--- config.mk ---
export PLATFORM = sky130hd
export DESIGN_NAME = circle_engine
export DESIGN_NICKNAME = d
export VERILOG_FILES = /design/src/rtl/circle_pkg.sv /design/src/rtl/circle_octant_point.sv /design/src/rtl/circle_engine.sv
export SDC_FILE = /design/constraint.sdc
export NUM_CORES = 1
export LEC_CHECK = 0
export BUFFER_PORTS_ARGS = -buffer_cell sky130_fd_sc_hd__buf_4
export CORE_AREA = 2 2 152 154
export CTS_CLUSTER_SIZE = 40
export DETAILED_ROUTE_END_ITERATION = 8
export DIE_AREA = 0 0 154 156
export HOLD_SLACK_MARGIN = 0.02
export PLACE_DENSITY = 0.52
export SLEW_MARGIN = 20
export SYNTH_ARGS = -nofsm -noshare
export SYNTH_HDL_FRONTEND = slang
export SYNTH_SLANG_ARGS = --single-unit
--- constraint.sdc ---
create_clock -name clk -period 4.1 [get_ports clk]
set_input_delay 0.82 -clock clk [delete_from_list [all_inputs] [get_ports clk]]
set_output_delay 0.82 -clock clk [all_outputs]
set_load 0.01 [all_outputs]
--- src/rtl/circle_pkg.sv ---
// circle_pkg: shared FSM state, octant index type and default screen size for circle_engine
package circle_pkg;
  typedef enum logic [1:0] {IDLE, PLOT, STEP, DONE} state_t;
  typedef logic [2:0] oct_t;
  localparam int DEF_SCREEN_W = 160;
  localparam int DEF_SCREEN_H = 120;
endpackage

--- src/rtl/circle_octant_point.sv ---
// circle_octant_point: maps centre plus offsets to the point of one octant and flags whether it lies on screen
module circle_octant_point
  import circle_pkg::*;
#(
  parameter int X_W      = 8,
  parameter int Y_W      = 7,
  parameter int SCREEN_W = DEF_SCREEN_W,
  parameter int SCREEN_H = DEF_SCREEN_H
) (
  input  logic [X_W-1:0]        cx,
  input  logic [Y_W-1:0]        cy,
  input  logic signed [X_W+1:0] ox,
  input  logic signed [X_W+1:0] oy,
  input  oct_t                  oct,
  output logic signed [X_W+1:0] px,
  output logic signed [X_W+1:0] py,
  output logic                  on_screen
);
  localparam int W = X_W + 2;
  logic signed [W-1:0] scx, scy;
  assign scx = W'(cx);
  assign scy = W'(cy);
  assign px = oct inside {3'd0, 3'd7} ? scx + ox :
              oct inside {3'd1, 3'd6} ? scx + oy :
              oct inside {3'd2, 3'd5} ? scx - oy : scx - ox;
  assign py = oct inside {3'd0, 3'd3} ? scy + oy :
              oct inside {3'd1, 3'd2} ? scy + ox :
              oct inside {3'd4, 3'd7} ? scy - oy : scy - ox;
  assign on_screen = !px[W-1] && px < W'(SCREEN_W) && !py[W-1] && py < W'(SCREEN_H);
endmodule

--- src/rtl/circle_engine.sv ---
// circle_engine: midpoint circle rasteriser emitting one octant candidate per clock; CIRCLE_CLIP_EN enables screen clipping
module circle_engine
  import circle_pkg::*;
#(
  parameter int X_W      = 8,
  parameter int Y_W      = 7,
  parameter int SCREEN_W = DEF_SCREEN_W,
  parameter int SCREEN_H = DEF_SCREEN_H
) (
  input  logic           clk,
  input  logic           rst,
  input  logic           start,
  input  logic [X_W-1:0] centre_x,
  input  logic [Y_W-1:0] centre_y,
  input  logic [X_W-1:0] radius,
  input  logic [2:0]     colour,
  input  logic [7:0]     octant_mask,
  output logic           done,
  output logic [X_W-1:0] vga_x,
  output logic [Y_W-1:0] vga_y,
  output logic [2:0]     vga_colour,
  output logic           vga_plot
);
  localparam int W = X_W + 2;
`ifdef CIRCLE_CLIP_EN
  localparam bit CLIP = 1'b1;
`else
  localparam bit CLIP = 1'b0;
`endif
  state_t state, state_n;
  logic [X_W-1:0] cx;
  logic [Y_W-1:0] cy;
  logic [2:0] col;
  logic [7:0] mask;
  oct_t oct;
  logic signed [W-1:0] ox, oy, crit, nx, ny, crit_n, px, py;
  logic le0, on_screen;
  assign le0 = crit[W-1] || crit == '0;
  assign ny = oy + W'(1);
  assign nx = le0 ? ox : ox - W'(1);
  assign crit_n = le0 ? crit + (ny <<< 1) + W'(1) : crit + ((ny - nx) <<< 1) + W'(1);
  circle_octant_point #(.X_W(X_W), .Y_W(Y_W), .SCREEN_W(SCREEN_W), .SCREEN_H(SCREEN_H)) u_pt (
    .cx(cx), .cy(cy), .ox(ox), .oy(oy), .oct(oct), .px(px), .py(py), .on_screen(on_screen)
  );
  always_comb begin
    state_n = state;
    case (state)
      IDLE: state_n = start ? PLOT : IDLE;
      PLOT: state_n = oct == 3'd7 ? STEP : PLOT;
      STEP: state_n = ny <= nx ? PLOT : DONE;
      DONE: state_n = start ? DONE : IDLE;
    endcase
  end
  always_ff @(posedge clk) begin
    if (rst) begin
      state <= IDLE;
      cx    <= '0;
      cy    <= '0;
      col   <= '0;
      mask  <= '0;
      oct   <= '0;
      ox    <= '0;
      oy    <= '0;
      crit  <= '0;
    end else begin
      state <= state_n;
      if (state == IDLE && start) begin
        cx   <= centre_x;
        cy   <= centre_y;
        col  <= colour;
        mask <= octant_mask;
        oct  <= '0;
        ox   <= W'(radius);
        oy   <= '0;
        crit <= W'(1) - W'(radius);
      end
      if (state == PLOT) oct <= oct + 3'd1;
      if (state == STEP) begin
        ox   <= nx;
        oy   <= ny;
        crit <= crit_n;
      end
    end
  end
  assign done       = state == DONE;
  assign vga_plot   = state == PLOT && mask[oct] && (on_screen || !CLIP);
  assign vga_x      = X_W'(px);
  assign vga_y      = Y_W'(py);
  assign vga_colour = col;
endmodule

==> qor.yml <==
synth.area.top_cells: "sky130_fd_sc_hd__dfxtp_1 22%, sky130_fd_sc_hd__ha_1 11%, sky130_fd_sc_hd__a21oi_1 8.2%"
timing.critical_path.arrival_ns: 3.31
insertion_delay_to_the_later_sink_of_the_worst_skew_pair_ns: 0.34
number_of_global_route_vias_before_repair: 5294
total_neg_setup_slack_ns: -0.0506
antenna_found_initial: 0
ff2ff_setup_slack_ns: 0.36
yosys_most_used_dff: "sky130_fd_sc_hd__dfxtp_1"
r2r_cells: 16
pins_over_their_slew_limit: 0
totalPowerFinal_mw: 2.29
max_cap_violations: 0
gp_congestion: 0.840
setup-violations-final: 2
status: "complete, but fails checks"
ir_drop_mv: 0.132
synth-edff-count: 0
postSynth.asyncResetShare: 0
ys_warn_count: 0
start_kind: "flip-flop"
total_global_routing_track_utilization: 0.146
clock_skew_ns: 0.00787
rsz0062_at_grt: "true"
global_route_wire_length_before_repair_um: 27800
cts_root_buffer: "sky130_fd_sc_hd__clkbuf_16"
largest_net_degree_at_the_start_of_global_routing: 62
ys_ff_latch: 61
max_freq_ghz: 0.242
worst-setup-path-type: "reg2out"
worst_hold_path_type: "reg2reg"
worst_r2r_start: "crit[0]"
cts_tree: "done"
part_of_the_yosys_area_used_for_sequential_elements: 0.223
htree_num_levels: 3
worst_setup_path_start: "oct[0]"
grt.overflow.total: 0
timing.final.crit_period_ns: 4.13
cts-buffers-inserted: 9
cp-end-kind: "output port"
via_count: 5621
design.die.area_um2: 24000
design.core.area_um2: 22400
initialDrtViolationCount: 340
worstPathMaxFanout: 10
critical_path.endpoint: "vga_y[6]"
ys_types: 63
clkSlewWorstSetupHoldPaths_ns: 0.05
clock_sink_count: 61
finalWirelength_um: 17600
violations_in_the_final_reports: "negative setup slack"
route.detailed.drc: 0
worst-slew-pin-transition_ns: 0.938
area_delta_synth_final_pct: 29.6
top_level_ports: 57
mappedNetlistArea_um2: 5480
hold_violations: 0
fill_cells: 2380
antenna_cells: 0
p_leak_nw: 2.98
fraction_of_the_cycle_the_final_worst_path_needs: 1.01
placement.setup.worst_slack_ns: 0.0446
dr.pass1.iters: 7
place.detailed.hpwl_um: 12600
hold_path_startpoint: "mask[3]"
netlist.top_cell.by_area: "sky130_fd_sc_hd__dfxtp_1"
synthCells: 753
number_of_i_o_port_buffers: 56
postLayoutCoreUtil: 0.318
drive_gt1_frac: 0.222
nets: 923
clock_tree.buffer_depth: 2
pwr_density_cell_nw_per_um2: 323
vias_per_cell: 5.02
maxSlewHeadroom: 0.373
floorplan.rows: 55
worst_r2r_endpoint: "crit[8]"
data_required_time_of_the_critical_path_ns: 3.28
synth_top_cell_area_share: 0.223
antenna_violating_nets_post_route: 0
die_w_um: 154
syn-mean-instance-area_um2: 7.28
avgRoutedWirePerCell_um: 15.7
initial_utilization: 0.245
postSynthNetCount: 845
worst_slack_ns: -0.0259
die_h_um: 156
## where the power goes
group / internal, mW / switching [mW]
logic: 0.419 / 0.485
registers: 0.623 / 0.0380
clock network: 0.454 / 0.276
total: 1.50 / 0.798
## layout make-up
class,count,area (um2),area share
multi-input cells,615,4250,0.599
flip-flops and latches,61,1230,0.173
repair buffers,115,875,0.123
well taps,285,357,0.0502
clock buffers,14,274,0.0386
inverters,29,109,0.0153
clock inverters,1,5.00,0.000705
## metal layers
| metal | vias up | part of all wire | track usage |
|---|---|---|---|
| met3 | 24 | 0.043 | 0.0339 |
| li1 | 2832 | - | - |
| met4 | 0 | 0.015 | 0.0343 |
| met1 | 2634 | 0.49 | 0.197 |
| met5 | - | 0 | 0 |
| met2 | 131 | 0.46 | 0.236 |
## worst min path at each step
| stage | slack [ns] | endpoint | cells after the start |
|---|---|---|---|
| global route | 0.47 | mask[3] | 2 |
| detailed placement | 0.45 | mask[3] | 2 |
| floorplan | 0.43 | mask[2] | 2 |
| global placement | 0.44 | mask[3] | 2 |
| finish | 0.45 | mask[3] | 2 |
| CTS | 0.46 | mask[3] | 2 |
## cells in the mapped netlist, types with 3 or more instances
cell type	number
sky130_fd_sc_hd__or3_1	3
sky130_fd_sc_hd__o22ai_1	5
sky130_fd_sc_hd__nor3_1	30
sky130_fd_sc_hd__nor2b_1	8
sky130_fd_sc_hd__nand4_1	3
sky130_fd_sc_hd__a2111oi_0	3
sky130_fd_sc_hd__and3_1	5
sky130_fd_sc_hd__a21o_1	17
sky130_fd_sc_hd__xor2_1	22
sky130_fd_sc_hd__inv_1	28
sky130_fd_sc_hd__a21oi_1	90
sky130_fd_sc_hd__a32oi_1	4
sky130_fd_sc_hd__a22o_1	3
sky130_fd_sc_hd__o31ai_1	4
sky130_fd_sc_hd__nand3_1	15
sky130_fd_sc_hd__mux2i_1	8
sky130_fd_sc_hd__a31oi_1	7
sky130_fd_sc_hd__o21ai_1	18
sky130_fd_sc_hd__nor2_1	73
sky130_fd_sc_hd__nor4_1	3
sky130_fd_sc_hd__a22oi_1	7
sky130_fd_sc_hd__a221oi_1	3
sky130_fd_sc_hd__clkbuf_1	43
sky130_fd_sc_hd__nand2_1	100
sky130_fd_sc_hd__a211oi_1	11
sky130_fd_sc_hd__o21bai_1	6
sky130_fd_sc_hd__o211ai_1	3
sky130_fd_sc_hd__nand2b_1	4
sky130_fd_sc_hd__ha_1	50
sky130_fd_sc_hd__fa_1	5
sky130_fd_sc_hd__and2_1	4
sky130_fd_sc_hd__o221ai_1	3
sky130_fd_sc_hd__dfxtp_1	61
sky130_fd_sc_hd__o21ai_0	30
sky130_fd_sc_hd__xnor2_1	37
## sequential cells by signal (all words and copies together) (netlist names), named ones only
| signal | flops |
|---|---|
| cy | 7 |
| mask | 8 |
| ox | 9 |
| cx | 8 |
| oy | 10 |
| vga_colour | 3 |
| crit | 10 |
| oct | 3 |
| state | 2 |
## repair_timing
action                                  CTS  global route
pin swaps                                21            24
setup buffers                             9             5
gates resized for setup                  36            31
hold buffers                              0             0
endpoints found under the setup margin    6             7
cloned                                    0             1
## cells by family after synthesis
logic type,synth area share
and+or+nand+nor,0.216
DFF,0.223
AOI/OAI and AO/OA,0.256
adders and majority gates,0.132
buffers and inverters,0.0534
xor gates and xnor gates,0.0943
muxes,0.0249
## critical path, stage by stage, from the launching register on
cell                       delay (ns)
sky130_fd_sc_hd__dfxtp_4         0.36
sky130_fd_sc_hd__inv_2           0.09
sky130_fd_sc_hd__ha_2            0.22
sky130_fd_sc_hd__a21o_4          0.20
sky130_fd_sc_hd__buf_4           0.15
sky130_fd_sc_hd__buf_6           0.14
sky130_fd_sc_hd__nor3_2          0.06
sky130_fd_sc_hd__o21ai_2         0.22
sky130_fd_sc_hd__mux2i_1         0.22
sky130_fd_sc_hd__o21ai_1         0.07
sky130_fd_sc_hd__a22o_1          0.26
sky130_fd_sc_hd__ha_4            0.29
sky130_fd_sc_hd__inv_1           0.04
sky130_fd_sc_hd__o21bai_1        0.12
sky130_fd_sc_hd__a21oi_1         0.09
sky130_fd_sc_hd__xnor2_1         0.17
sky130_fd_sc_hd__xnor2_1         0.13
sky130_fd_sc_hd__buf_4           0.13
## stage by stage
step / area [um2] / hold WS [ns] / std cells
2_1_floorplan: 5480 / 0.433 / 753
3_3_place_gp: 6410 / 0.442 / 1090
3_5_place_dp: 6410 / 0.448 / 1090
4_1_cts: 6890 / 0.455 / 1114
5_1_grt: 7100 / 0.474 / 1120
6_report: 7100 / 0.454 / 1120
## layout by cell type (no fill, tap or decap), types with 22 or more instances in the layout
master and instances:
sky130_fd_sc_hd__a21oi_1 80, sky130_fd_sc_hd__buf_4 112, sky130_fd_sc_hd__dfxtp_1 58, sky130_fd_sc_hd__ha_1 40, sky130_fd_sc_hd__inv_1 26, sky130_fd_sc_hd__nand2_1 100
sky130_fd_sc_hd__nor2_1 69, sky130_fd_sc_hd__nor3_1 26, sky130_fd_sc_hd__o21ai_0 28, sky130_fd_sc_hd__xnor2_1 37, sky130_fd_sc_hd__xor2_1 22
No activity file was read; power rests on OpenSTA's default activity.
